File: config.mk
export PLATFORM = sky130hd
export DESIGN_NAME = mem_arbiter
export DESIGN_NICKNAME = d
export VERILOG_FILES = /design/src/rtl/mem_arbiter_pkg.sv /design/src/rtl/mem_arbiter.sv
export SDC_FILE = /design/constraint.sdc
export NUM_CORES = 1
export LEC_CHECK = 0
export ABC_AREA = 1
export CAP_MARGIN = 20
export CORE_MARGIN = 10
export CORE_UTILIZATION = 35
export DETAILED_ROUTE_END_ITERATION = 10
export PLACE_DENSITY = 0.81
export SLEW_MARGIN = 25
export SYNTH_ARGS = -nofsm -noshare
export SYNTH_HDL_FRONTEND = slang
export SYNTH_SLANG_ARGS = --single-unit
File: constraint.sdc
create_clock -name clk -period 5.8 [get_ports clk]
set_input_delay 1.45 -clock clk [delete_from_list [all_inputs] [get_ports clk]]
set_output_delay 1.45 -clock clk [all_outputs]
set_load 0.1 [all_outputs]
File: src/rtl/mem_arbiter_pkg.sv
// Shared encodings for the instruction/data memory arbiter: FSM states,
// requester (owner) identifiers and the default response timeout.
package mem_arbiter_pkg;

   typedef enum logic [1:0] {
      S_IDLE = 2'd0,
      S_REQ  = 2'd1,
      S_WAIT = 2'd2
   } state_t;

   typedef enum logic {
      OWN_IF = 1'b0,
      OWN_D  = 1'b1
   } owner_t;

   localparam int unsigned TIMEOUT_DEFAULT = 16;

   function automatic owner_t other_owner(input owner_t o);
      return (o == OWN_IF) ? OWN_D : OWN_IF;
   endfunction

endpackage

File: src/rtl/mem_arbiter.sv
// Two-port (fetch / load-store) arbiter onto a single memory port with one
// outstanding transaction, round-robin on ties and a bounded response wait.
module mem_arbiter
   import mem_arbiter_pkg::*;
#(
   parameter int unsigned ADDR_W  = 32,
   parameter int unsigned DATA_W  = 32,
   parameter int unsigned TIMEOUT = TIMEOUT_DEFAULT
) (
   input  logic              clk,
   input  logic              rst,

   input  logic              if_req,
   input  logic [ADDR_W-1:0] if_addr,
   output logic              if_gnt,
   output logic              if_rvalid,
   output logic              if_err,
   output logic [DATA_W-1:0] if_rdata,

   input  logic              d_req,
   input  logic              d_we,
   input  logic [3:0]        d_be,
   input  logic [ADDR_W-1:0] d_addr,
   input  logic [DATA_W-1:0] d_wdata,
   output logic              d_gnt,
   output logic              d_rvalid,
   output logic              d_err,
   output logic [DATA_W-1:0] d_rdata,

   output logic              m_req,
   output logic              m_we,
   output logic [3:0]        m_be,
   output logic [ADDR_W-1:0] m_addr,
   output logic [DATA_W-1:0] m_wdata,
   input  logic              m_gnt,
   input  logic              m_rvalid,
   input  logic [DATA_W-1:0] m_rdata
);

   localparam int unsigned      CNT_W   = $clog2(TIMEOUT + 1);
   localparam logic [CNT_W-1:0] CNT_MAX = CNT_W'(TIMEOUT);

   state_t            state;
   owner_t            owner;
   owner_t            last_owner;
   owner_t            pick;
   logic              grant;
   logic              resp;
   logic              resp_err;
   logic [DATA_W-1:0] resp_data;
   logic [CNT_W-1:0]  cnt;

   // Arbitration is only evaluated in IDLE; gating with rst keeps the
   // combinational grant low while reset is held.
   always_comb begin
      grant = 1'b0;
      pick  = OWN_IF;
      if (!rst && state == S_IDLE) begin
         if (if_req && d_req) begin
            grant = 1'b1;
            pick  = other_owner(last_owner);
         end else if (if_req) begin
            grant = 1'b1;
            pick  = OWN_IF;
         end else if (d_req) begin
            grant = 1'b1;
            pick  = OWN_D;
         end
      end
   end

   // A real response wins over a timeout that lands on the same cycle.
   always_comb begin
      resp      = !rst && (state == S_WAIT) && (m_rvalid || (cnt == CNT_MAX));
      resp_err  = !m_rvalid;
      resp_data = m_rvalid ? m_rdata : '0;
   end

   assign if_gnt    = grant && (pick == OWN_IF);
   assign d_gnt     = grant && (pick == OWN_D);

   assign if_rvalid = resp && (owner == OWN_IF);
   assign if_err    = if_rvalid && resp_err;
   assign if_rdata  = if_rvalid ? resp_data : '0;

   assign d_rvalid  = resp && (owner == OWN_D);
   assign d_err     = d_rvalid && resp_err;
   assign d_rdata   = d_rvalid ? resp_data : '0;

   always_ff @(posedge clk or posedge rst) begin
      if (rst) begin
         state      <= S_IDLE;
         owner      <= OWN_IF;
         last_owner <= OWN_IF;
         cnt        <= '0;
         m_req      <= 1'b0;
         m_we       <= 1'b0;
         m_be       <= '0;
         m_addr     <= '0;
         m_wdata    <= '0;
      end else begin
         case (state)
            S_IDLE: begin
               if (grant) begin
                  owner      <= pick;
                  last_owner <= pick;
                  m_req      <= 1'b1;
                  state      <= S_REQ;
                  if (pick == OWN_IF) begin
                     m_we    <= 1'b0;
                     m_be    <= '1;
                     m_addr  <= if_addr;
                     m_wdata <= '0;
                  end else begin
                     m_we    <= d_we;
                     m_be    <= d_be;
                     m_addr  <= d_addr;
                     m_wdata <= d_wdata;
                  end
               end
            end
            S_REQ: begin
               if (m_gnt) begin
                  m_req <= 1'b0;
                  cnt   <= '0;
                  state <= S_WAIT;
               end
            end
            S_WAIT: begin
               if (m_rvalid || (cnt == CNT_MAX)) begin
                  state <= S_IDLE;
               end else begin
                  cnt <= cnt + CNT_W'(1);
               end
            end
            default: begin
               m_req <= 1'b0;
               state <= S_IDLE;
            end
         endcase
      end
   end

endmodule

==> flow_summary.html, run 1 <==
<table>
<tr><th>Metric</th><th>Value</th></tr>
<tr><th colspan="2">Run</th></tr>
<tr><td>Max-capacitance violation count</td><td>0</td></tr>
<tr><th colspan="2">Clock tree</th></tr>
<tr><td>Total of hold buffers inserted after clock tree synthesis</td><td>0</td></tr>
<tr><td>Cts repair resizes</td><td>0</td></tr>
<tr><td>TritonCTS clock tree</td><td>done</td></tr>
<tr><td>Later-pin clock latency in the skew report</td><td>0.36 ns</td></tr>
<tr><td>Root buf cell</td><td>sky130_fd_sc_hd__clkbuf_8</td></tr>
<tr><td>Clock transition at the register clock pins on the worst setup and hold paths after CTS</td><td>0.08 ns</td></tr>
<tr><td>Postcts setup bufs</td><td>0</td></tr>
<tr><td>Maximum root-to-sink buffer count</td><td>2</td></tr>
<tr><td>Sink Count</td><td>a little under 80</td></tr>
<tr><td>Number of clock buffers inserted by TritonCTS</td><td>9</td></tr>
<tr><td>Clock H-tree levels</td><td>3</td></tr>
<tr><th colspan="2">Layout</th></tr>
<tr><td>Area growth from synthesis to final layout</td><td>94.6%</td></tr>
<tr><td>Count of nets after finishing</td><td>between 900 and 1000</td></tr>
<tr><td>Diode insertion count for antenna repair</td><td>0</td></tr>
<tr><td>Final standard cell utilization of the core</td><td>0.701</td></tr>
<tr><td>Share of cells above drive strength 1</td><td>0.125</td></tr>
<tr><th colspan="2">Setup path</th></tr>
<tr><td>Maximum fanout count along the critical path</td><td>33</td></tr>
<tr><td>Source of the critical timing path</td><td>rst</td></tr>
<tr><td>FF-to-FF path depth</td><td>6</td></tr>
<tr><td>End point of the critical path</td><td>d_rdata[29]</td></tr>
<tr><td>Startpoint-to-endpoint class of the critical path</td><td>in -&gt; out</td></tr>
<tr><td>Endpoint class of the critical path</td><td>primary output</td></tr>
<tr><td>Required time of the critical path</td><td>4.35 ns</td></tr>
<tr><td>Minimum setup slack among reg-to-reg paths</td><td>3.73 ns</td></tr>
<tr><td>Critical register-to-register path endpoint</td><td>m_addr[12]</td></tr>
<tr><td>Startpoint class of the critical path</td><td>input pin</td></tr>
<tr><td>Origin of the critical flop-to-flop path</td><td>state[0]</td></tr>
<tr><td>Critical Path AT</td><td>between 3 and 4 ns</td></tr>
<tr><th colspan="2">STA</th></tr>
<tr><td>Number of endpoints with negative hold slack in the final report</td><td>0</td></tr>
<tr><td>Actual slew at the worst max-slew pin</td><td>around 1.1 ns</td></tr>
<tr><td>Post-route worst hold slack</td><td>~0.48 ns</td></tr>
<tr><td>Final clock period utilization by the worst path</td><td>0.830</td></tr>
<tr><td>Number of max-slew violations in the final report</td><td>0</td></tr>
<tr><td>Worst rel slew slack</td><td>0.287</td></tr>
<tr><td>FMAX</td><td>slightly above 0.2 GHz</td></tr>
<tr><td>Setup repair after global routing missed its margin</td><td>no</td></tr>
<tr><td>Setup violations, final</td><td>0</td></tr>
<tr><td>Minimum clock period after layout</td><td>about 4.8 ns</td></tr>
<tr><td>Clock Skew</td><td>slightly below 0.01 ns</td></tr>
<tr><td>Fin Setup TNS</td><td>0 ns</td></tr>
<tr><th colspan="2">Pwr</th></tr>
<tr><td>Share of total power in sequential cells</td><td>0.216</td></tr>
<tr><td>Peak VDD IR</td><td>about 0.64 mV</td></tr>
<tr><td>Pwr Density</td><td>567 nW/µm²</td></tr>
<tr><td>Combinational power share</td><td>0.687</td></tr>
<tr><td>Net Switching</td><td>between 0.002 and 0.003 W</td></tr>
<tr><td>Switching share of total power</td><td>0.615</td></tr>
<tr><td>Int Pwr</td><td>0.00167 W</td></tr>
<tr><td>Share of total power in the clock network</td><td>0.097</td></tr>
<tr><td>Pleak</td><td>3.45 nW</td></tr>
<tr><th colspan="2">Global route</th></tr>
<tr><td>Wire length of the first global-routing pass</td><td>roughly 26 mm</td></tr>
<tr><td>Grt ovf</td><td>0</td></tr>
<tr><td>Number of antenna violations at the first check in global routing</td><td>0</td></tr>
<tr><td>Pin count of the biggest net entering global routing</td><td>between 70 and 80</td></tr>
<tr><td>Vias in the first global route</td><td>~4600</td></tr>
<tr><td>GRT Total Usage</td><td>0.207</td></tr>
<tr><th colspan="2">Routing</th></tr>
<tr><td>Residual antenna-violating net count after detailed routing</td><td>0</td></tr>
<tr><td>Total via count in the routed design</td><td>between 4000 and 5000</td></tr>
<tr><td>Count of unresolved DRC violations after routing</td><td>0</td></tr>
<tr><td>First drt pass iteration count</td><td>7</td></tr>
<tr><td>Routed wire length</td><td>around 17 mm</td></tr>
<tr><td>First DRT Iteration DRCs</td><td>316</td></tr>
<tr><td>Mean number of vias per cell</td><td>approximately 5</td></tr>
<tr><td>Wire per inst</td><td>roughly 19 µm</td></tr>
<tr><th colspan="2">Worst hold path</th></tr>
<tr><td>Classification of the worst-slack hold path</td><td>reg -&gt; reg</td></tr>
<tr><th colspan="2">Yosys</th></tr>
<tr><td>Synthesized area divided by synthesized cell count</td><td>approximately 7.5 µm²</td></tr>
<tr><td>Fraction of synthesized cell area taken by the top area cell type</td><td>0.498</td></tr>
<tr><td>Commonest cells in the synthesized netlist</td><td>221 x sky130_fd_sc_hd__nand2_1, 78 x sky130_fd_sc_hd__dfrtp_1, 71 x sky130_fd_sc_hd__nor2_1</td></tr>
<tr><td>Library cell occupying the most area in the post-synthesis netlist</td><td>sky130_fd_sc_hd__dfrtp_1</td></tr>
<tr><td>Synth unique cells</td><td>21</td></tr>
<tr><td>Most common cell in the synthesized netlist</td><td>sky130_fd_sc_hd__nand2_1</td></tr>
<tr><td>Post-Synthesis Cell Area</td><td>about 4000 µm²</td></tr>
<tr><td>Yosys warnings</td><td>0</td></tr>
<tr><td>Sequential fraction of the synthesis area</td><td>0.498</td></tr>
<tr><td>Count of state elements after synthesis</td><td>between 70 and 80</td></tr>
<tr><td>Post-Synthesis Net Count</td><td>roughly 670</td></tr>
<tr><td>Share of async-settable or async-resettable flops after synthesis</td><td>1.00</td></tr>
<tr><td>Gate count after technology mapping</td><td>526</td></tr>
<tr><td>Cells taking the most area after synthesis</td><td>sky130_fd_sc_hd__dfrtp_1 50%, sky130_fd_sc_hd__nand2_1 21%, sky130_fd_sc_hd__nor2_1 6.8%</td></tr>
<tr><td>Ys flop type</td><td>sky130_fd_sc_hd__dfrtp_1</td></tr>
<tr><td>EDFF count, synth</td><td>0</td></tr>
<tr><th colspan="2">Status</th></tr>
<tr><td>Outcome</td><td>complete, no violations</td></tr>
<tr><th colspan="2">Floorplanning</th></tr>
<tr><td>Die height</td><td>126 µm</td></tr>
<tr><td>Die Area</td><td>around 16000 µm²</td></tr>
<tr><td>Ports</td><td>approximately 280</td></tr>
<tr><td>Die span in x</td><td>between 100 and 150 µm</td></tr>
<tr><td>Placeable core region</td><td>around 11000 µm²</td></tr>
<tr><td>Initial standard-cell utilization of the core</td><td>0.360</td></tr>
<tr><td>Num rows</td><td>38</td></tr>
<tr><th colspan="2">Placed design</th></tr>
<tr><td>Gpl congestion</td><td>between 0.9 and 1</td></tr>
<tr><td>Detailed placement HPWL</td><td>about 14 mm</td></tr>
<tr><td>Number of buffers inserted by port buffering</td><td>about 280</td></tr>
</table>
[critical path: stages]
cell,delay [ns]
sky130_fd_sc_hd__clkdlybuf4s50_1,0.50
sky130_fd_sc_hd__nor2_2,0.24
sky130_fd_sc_hd__nand3_2,0.52
sky130_fd_sc_hd__nor2_1,0.43
sky130_fd_sc_hd__buf_12,0.22
[flip-flops by register name (all words and copies together) (netlist names)]
| signal | flops |
|---|---|
| m_addr | 32 |
| m_wdata | 32 |
| cnt | 5 |
| m_be | 4 |
| state | 2 |
| last_owner | 1 |
| m_req | 1 |
| m_we | 1 |
[stage by stage]
| step | instance area, µm² | total power (W) | cells | worst slack (ns) |
|---|---|---|---|---|
| 3_5_place_dp | 7430 | 0.00393 | 915 | 1.01 |
| 3_3_place_gp | 7430 | 0.00389 | 915 | 1.03 |
| 4_1_cts | 7630 | 0.00436 | 931 | 1.02 |
| 5_1_grt | 7630 | 0.00451 | 931 | 0.837 |
| 6_report | 7630 | 0.00433 | 931 | 0.985 |
| 2_1_floorplan | 3920 | 0.00312 | 526 | 0.00953 |
[cell type report]
class,count,area [µm²]
Timing Repair Buffer,284,3530
Fill cell,826,3250
Sequential cell,78,1950
Multi-Input combinational cell,388,1680
Tap cell,140,175
Clock buffer,13,159
Inverter,25,95.1
Clock inverter,3,42.5
[cells by family after synthesis]
family | Yosys count | share of synthesized area
compound gates | 7 | 0.00957
xor+xnor | 1 | 0.00223
fa+ha+maj | 2 | 0.00638
buf+inv | 60 | 0.0766
flops | 78 | 0.498
simple gates | 378 | 0.408
[layer usage]
| metal | up-vias | track usage | routed length [µm] |
|---|---|---|---|
| met3 | 22 | 0.0872 | 1890 |
| met4 | 0 | 0.0576 | 355 |
| met2 | 249 | 0.362 | 8630 |
| met1 | 2113 | 0.223 | 6350 |
| li1 | 2182 | - | - |
| met5 | - | 0 | 0 |
[power by group through the flow]
stage / clock network [W] / registers [W] / logic (W)
3_5_place_dp: 0 / 0.000945 / 0.00299
2_1_floorplan: 0 / 0.00266 / 0.000465
5_1_grt: 0.000458 / 0.000966 / 0.00308
3_3_place_gp: 0 / 0.000930 / 0.00296
4_1_cts: 0.000431 / 0.000938 / 0.00299
6_report: 0.000421 / 0.000937 / 0.00297
[cell usage in the layout, fill, tap and decap left out]
master / netlist / routed
sky130_fd_sc_hd__a21oi_1: 1 / 1
sky130_fd_sc_hd__buf_12: 0 / 70
sky130_fd_sc_hd__buf_4: 5 / 5
sky130_fd_sc_hd__buf_6: 6 / 1
sky130_fd_sc_hd__bufinv_16: 0 / 1
sky130_fd_sc_hd__clkbuf_1: 13 / 2
sky130_fd_sc_hd__clkbuf_8: 0 / 11
sky130_fd_sc_hd__clkdlybuf4s50_1: 0 / 208
sky130_fd_sc_hd__clkinv_2: 0 / 2
sky130_fd_sc_hd__clkinvlp_4: 0 / 1
sky130_fd_sc_hd__dfrtp_1: 78 / 78
sky130_fd_sc_hd__ha_1: 2 / 2
sky130_fd_sc_hd__inv_1: 25 / 24
sky130_fd_sc_hd__nand2_1: 221 / 221
sky130_fd_sc_hd__nand2_2: 2 / 2
sky130_fd_sc_hd__nand3_1: 42 / 42
sky130_fd_sc_hd__nand3_2: 2 / 2
sky130_fd_sc_hd__nand4_1: 37 / 37
sky130_fd_sc_hd__nor2_1: 71 / 70
sky130_fd_sc_hd__nor2_2: 1 / 1
sky130_fd_sc_hd__nor2_4: 0 / 1
sky130_fd_sc_hd__nor3_4: 1 / 1
sky130_fd_sc_hd__o21ai_0: 5 / 5
sky130_fd_sc_hd__o31ai_1: 1 / 1
sky130_fd_sc_hd__or2_2: 1 / 1
sky130_fd_sc_hd__xnor2_1: 1 / 1
[worst min path at each step]
stage | startpoint | end | slack [ns] | cells past startpoint
3_3_place_gp | m_wdata[21] | m_wdata[21] | 0.45 | 2
2_1_floorplan | cnt[4] | cnt[4] | 0.52 | 2
3_5_place_dp | m_wdata[31] | m_wdata[31] | 0.46 | 2
6_report | m_we | m_we | 0.48 | 2
5_1_grt | m_wdata[16] | m_wdata[16] | 0.50 | 2
4_1_cts | m_wdata[31] | m_wdata[31] | 0.48 | 2
Power figures use the tool's default switching activity.
==> run 2, diff against run 1 <==
clock period = 5 ns   (was 5.8 ns; I/O delays follow)
==> run 2 against run 1 <==
  * Non-clock buffer count unchanged
  * Via count is 0.94% higher
  * Register-to-register slack got worse by 0.55 ns
  * Clock-buffer cell count is 4 lower
  * Combinational power is 16% higher
  * Critical endpoint is now if_rdata[17]
  * Clock power is 4% higher
  * Largest power group unchanged
  * Largest cell class unchanged
  * Worst hold slack lost 0.00059 ns
  * First-iteration DRC count shrank 20%
  * Design area is 0.18% lower
  * Power up 15%
  * Core utilization fell by 0.13 points
  * Die area unchanged
==> flow_summary.html, run 2 (same netlist as run 1, synthesis figures left out) <==
<table>
<tr><th>Metric</th><th>Value</th></tr>
<tr><th colspan="2">Layout</th></tr>
<tr><td>Area growth from synthesis to final layout</td><td>94.3% (was 94.6%)</td></tr>
<tr><td>Leading registers by flop count</td><td>m_addr x32, m_wdata x32, cnt x5 (unchanged)</td></tr>
<tr><td>Count of fill cells added during filler insertion</td><td>809 (was 826)</td></tr>
<tr><td>Most common cell after layout, fill and taps aside</td><td>sky130_fd_sc_hd__nand2_1 (unchanged)</td></tr>
<tr><td>Count of nets after finishing</td><td>927 (unchanged)</td></tr>
<tr><td>Share of cells above drive strength 1</td><td>0.129 (was 0.125)</td></tr>
<tr><td>Highest-count cells in the layout ignoring fill and taps</td><td>221 x sky130_fd_sc_hd__nand2_1, 208 x sky130_fd_sc_hd__clkdlybuf4s50_1, 78 x sky130_fd_sc_hd__dfrtp_1 (unchanged)</td></tr>
<tr><td>Diode insertion count for antenna repair</td><td>0 (unchanged)</td></tr>
<tr><th colspan="2">Global route</th></tr>
<tr><td>Pin count of the biggest net entering global routing</td><td>79 (unchanged)</td></tr>
<tr><td>Number of antenna violations at the first check in global routing</td><td>0 (unchanged)</td></tr>
<tr><td>GRT Total Usage</td><td>0.211 (was 0.207)</td></tr>
<tr><td>Vias in the first global route</td><td>4686 (was 4619)</td></tr>
<tr><td>Wire length of the first global-routing pass</td><td>27.0 mm (was 26.5 mm)</td></tr>
<tr><td>Grt ovf</td><td>0 (unchanged)</td></tr>
<tr><th colspan="2">Placed design</th></tr>
<tr><td>Detailed placement HPWL</td><td>13.8 mm (was 13.7 mm)</td></tr>
<tr><td>Placement Setup Slack</td><td>0.498 ns (was 1.01 ns)</td></tr>
<tr><td>Number of buffers inserted by port buffering</td><td>278 (unchanged)</td></tr>
<tr><td>Gpl congestion</td><td>0.929 (was 0.903)</td></tr>
<tr><th colspan="2">Clock tree</th></tr>
<tr><td>Root buf cell</td><td>sky130_fd_sc_hd__clkbuf_8 (unchanged)</td></tr>
<tr><td>Total of hold buffers inserted after clock tree synthesis</td><td>0 (unchanged)</td></tr>
<tr><td>Maximum root-to-sink buffer count</td><td>2 (unchanged)</td></tr>
<tr><td>Postcts setup bufs</td><td>0 (unchanged)</td></tr>
<tr><td>Clock transition at the register clock pins on the worst setup and hold paths after CTS</td><td>0.09 ns (was 0.08 ns)</td></tr>
<tr><td>Later-pin clock latency in the skew report</td><td>0.36 ns (about the same)</td></tr>
<tr><td>Cts repair resizes</td><td>0 (unchanged)</td></tr>
<tr><td>Sink Count</td><td>78 (unchanged)</td></tr>
<tr><td>Clock H-tree levels</td><td>3 (unchanged)</td></tr>
<tr><td>TritonCTS clock tree</td><td>done (unchanged)</td></tr>
<tr><td>Number of clock buffers inserted by TritonCTS</td><td>9 (unchanged)</td></tr>
<tr><th colspan="2">Setup path</th></tr>
<tr><td>Startpoint class of the critical path</td><td>input pin (unchanged)</td></tr>
<tr><td>Endpoint class of the critical path</td><td>primary output (unchanged)</td></tr>
<tr><td>Maximum fanout count along the critical path</td><td>33 (unchanged)</td></tr>
<tr><td>FF-to-FF path depth</td><td>6 (unchanged)</td></tr>
<tr><td>Critical register-to-register path endpoint</td><td>m_addr[5] (was m_addr[12])</td></tr>
<tr><td>Required time of the critical path</td><td>3.75 ns (was 4.35 ns)</td></tr>
<tr><td>Minimum setup slack among reg-to-reg paths</td><td>3.18 ns (was 3.73 ns)</td></tr>
<tr><td>Startpoint-to-endpoint class of the critical path</td><td>in -&gt; out (unchanged)</td></tr>
<tr><td>Origin of the critical flop-to-flop path</td><td>state[1] (was state[0])</td></tr>
<tr><td>Critical Path AT</td><td>3.26 ns (was 3.36 ns)</td></tr>
<tr><th colspan="2">Worst hold path</th></tr>
<tr><td>Classification of the worst-slack hold path</td><td>reg -&gt; reg (unchanged)</td></tr>
<tr><td>Source of the worst hold timing path</td><td>m_wdata[28] (was m_we)</td></tr>
<tr><td>Worst-case hold path end point</td><td>m_wdata[28] (was m_we)</td></tr>
<tr><td>Worst hold stages</td><td>2 (unchanged)</td></tr>
<tr><th colspan="2">Floorplanning</th></tr>
<tr><td>Die Area</td><td>15800 µm² (unchanged)</td></tr>
<tr><td>Die height</td><td>126 µm (unchanged)</td></tr>
<tr><td>Initial standard-cell utilization of the core</td><td>0.360 (unchanged)</td></tr>
<tr><td>Die span in x</td><td>126 µm (unchanged)</td></tr>
<tr><td>Ports</td><td>279 (unchanged)</td></tr>
<tr><td>Placeable core region</td><td>10900 µm² (unchanged)</td></tr>
<tr><td>Num rows</td><td>38 (unchanged)</td></tr>
<tr><th colspan="2">STA</th></tr>
<tr><td>Number of max-slew violations in the final report</td><td>0 (unchanged)</td></tr>
<tr><td>Minimum clock period after layout</td><td>4.51 ns</td></tr>
<tr><td>Clock Skew</td><td>0.0134 ns (was 0.00984 ns)</td></tr>
<tr><td>Final clock period utilization by the worst path</td><td>0.901</td></tr>
<tr><td>Worst rel slew slack</td><td>0.303 (was 0.287)</td></tr>
<tr><td>FMAX</td><td>0.222 GHz</td></tr>
<tr><td>Setup violations, final</td><td>0 (unchanged)</td></tr>
<tr><td>Final worst-path setup slack</td><td>0.493 ns (was 0.985 ns)</td></tr>
<tr><td>Setup repair after global routing missed its margin</td><td>no (unchanged)</td></tr>
<tr><td>Number of endpoints with negative hold slack in the final report</td><td>0 (unchanged)</td></tr>
<tr><td>Actual slew at the worst max-slew pin</td><td>1.04 ns (was 1.07 ns)</td></tr>
<tr><td>Fin Setup TNS</td><td>0 ns (unchanged)</td></tr>
<tr><th colspan="2">Routing</th></tr>
<tr><td>Count of unresolved DRC violations after routing</td><td>0 (unchanged)</td></tr>
<tr><td>Mean number of vias per cell</td><td>4.95 (was 4.90)</td></tr>
<tr><td>Residual antenna-violating net count after detailed routing</td><td>0 (unchanged)</td></tr>
<tr><td>Wire per inst</td><td>18.8 µm (was 18.5 µm)</td></tr>
<tr><td>Total via count in the routed design</td><td>4609 (was 4566)</td></tr>
<tr><td>First DRT Iteration DRCs</td><td>254 (was 316)</td></tr>
<tr><td>Routed wire length</td><td>17.5 mm (was 17.2 mm)</td></tr>
<tr><td>First drt pass iteration count</td><td>8 (was 7)</td></tr>
<tr><th colspan="2">Pwr</th></tr>
<tr><td>Pleak</td><td>3.43 nW (was 3.45 nW)</td></tr>
<tr><td>Peak VDD IR</td><td>0.681 mV (was 0.635 mV)</td></tr>
<tr><td>Pwr Density</td><td>653 nW/µm² (was 567 nW/µm²)</td></tr>
<tr><td>Power consumption</td><td>0.00498 W (was 0.00433 W)</td></tr>
<tr><th colspan="2">Status</th></tr>
<tr><td>Outcome</td><td>complete, no violations (unchanged)</td></tr>
<tr><th colspan="2">Run</th></tr>
<tr><td>Max-capacitance violation count</td><td>0 (unchanged)</td></tr>
</table>
[run 2: cell count changes in the layout (fill, tap and decap cells not counted), moves of 2 or more]
cell / delta
sky130_fd_sc_hd__clkinv_2: -2
sky130_fd_sc_hd__clkinvlp_4: +2
sky130_fd_sc_hd__clkbuf_8: -2
sky130_fd_sc_hd__clkinv_4: +4
sky130_fd_sc_hd__clkbuf_1: -2
[run 2: area by class of cell]
| cell class | count | area (µm²) | area share |
|---|---|---|---|
| repair buffers | 284 | 3530 | 0.464 |
| inverters | 25 | 97.6 | 0.0128 |
| well taps | 140 | 175 | 0.0230 |
| flip-flops and latches | 78 | 1950 | 0.256 |
| clock buffers | 9 | 124 | 0.0163 |
| multi-input cells | 388 | 1680 | 0.221 |
| clock inverters | 7 | 58.8 | 0.00772 |
[run 2: worst max-delay path, cell delays in order]
cell and delay [ns]:
sky130_fd_sc_hd__clkdlybuf4s50_1 0.52, sky130_fd_sc_hd__nor2_2 0.26, sky130_fd_sc_hd__nand3_2 0.55, sky130_fd_sc_hd__nor2_1 0.45, sky130_fd_sc_hd__buf_12 0.22
[run 2: where the power goes]
part	switching [W]	internal, W	leakage (nW)	total, W
combinational	0.00269	0.000758	2.37	0.00345
sequential	0.000176	0.000916	0.980	0.00109
clock	0.000254	0.000185	0.0860	0.000439
total	0.00312	0.00186	3.43	0.00498
[run 2: worst max-delay path by stage]
stage,startpoint,endpoint,slack [ns],depth (start not counted)
global placement,rst,if_rdata[0],0.61,5
detailed placement,rst,if_rdata[17],0.50,5
finish,rst,if_rdata[17],0.49,5
floorplan,rst,if_gnt,0.04,5
global route,rst,if_rdata[4],0.39,5
CTS,rst,if_rdata[17],0.49,5
[run 2: routing by layer]
layer | part of all wire | vias up | global-route usage
met3 | 0.10 | 20 | 0.0885
met2 | 0.52 | 243 | 0.385
met1 | 0.36 | 2169 | 0.222
li1 | - | 2177 | -
met5 | 0 | - | 0
met4 | 0.014 | 0 | 0.0469
[run 2: stage by stage]
stage	area, µm²	hold slack, ns	utilization	instances
global route	7620	0.495	0.700	931
floorplan	3930	0.519	-	526
detailed placement	7430	0.459	0.683	915
global placement	7430	0.453	0.683	915
finish	7620	0.477	0.700	931
CTS	7620	0.479	0.699	931
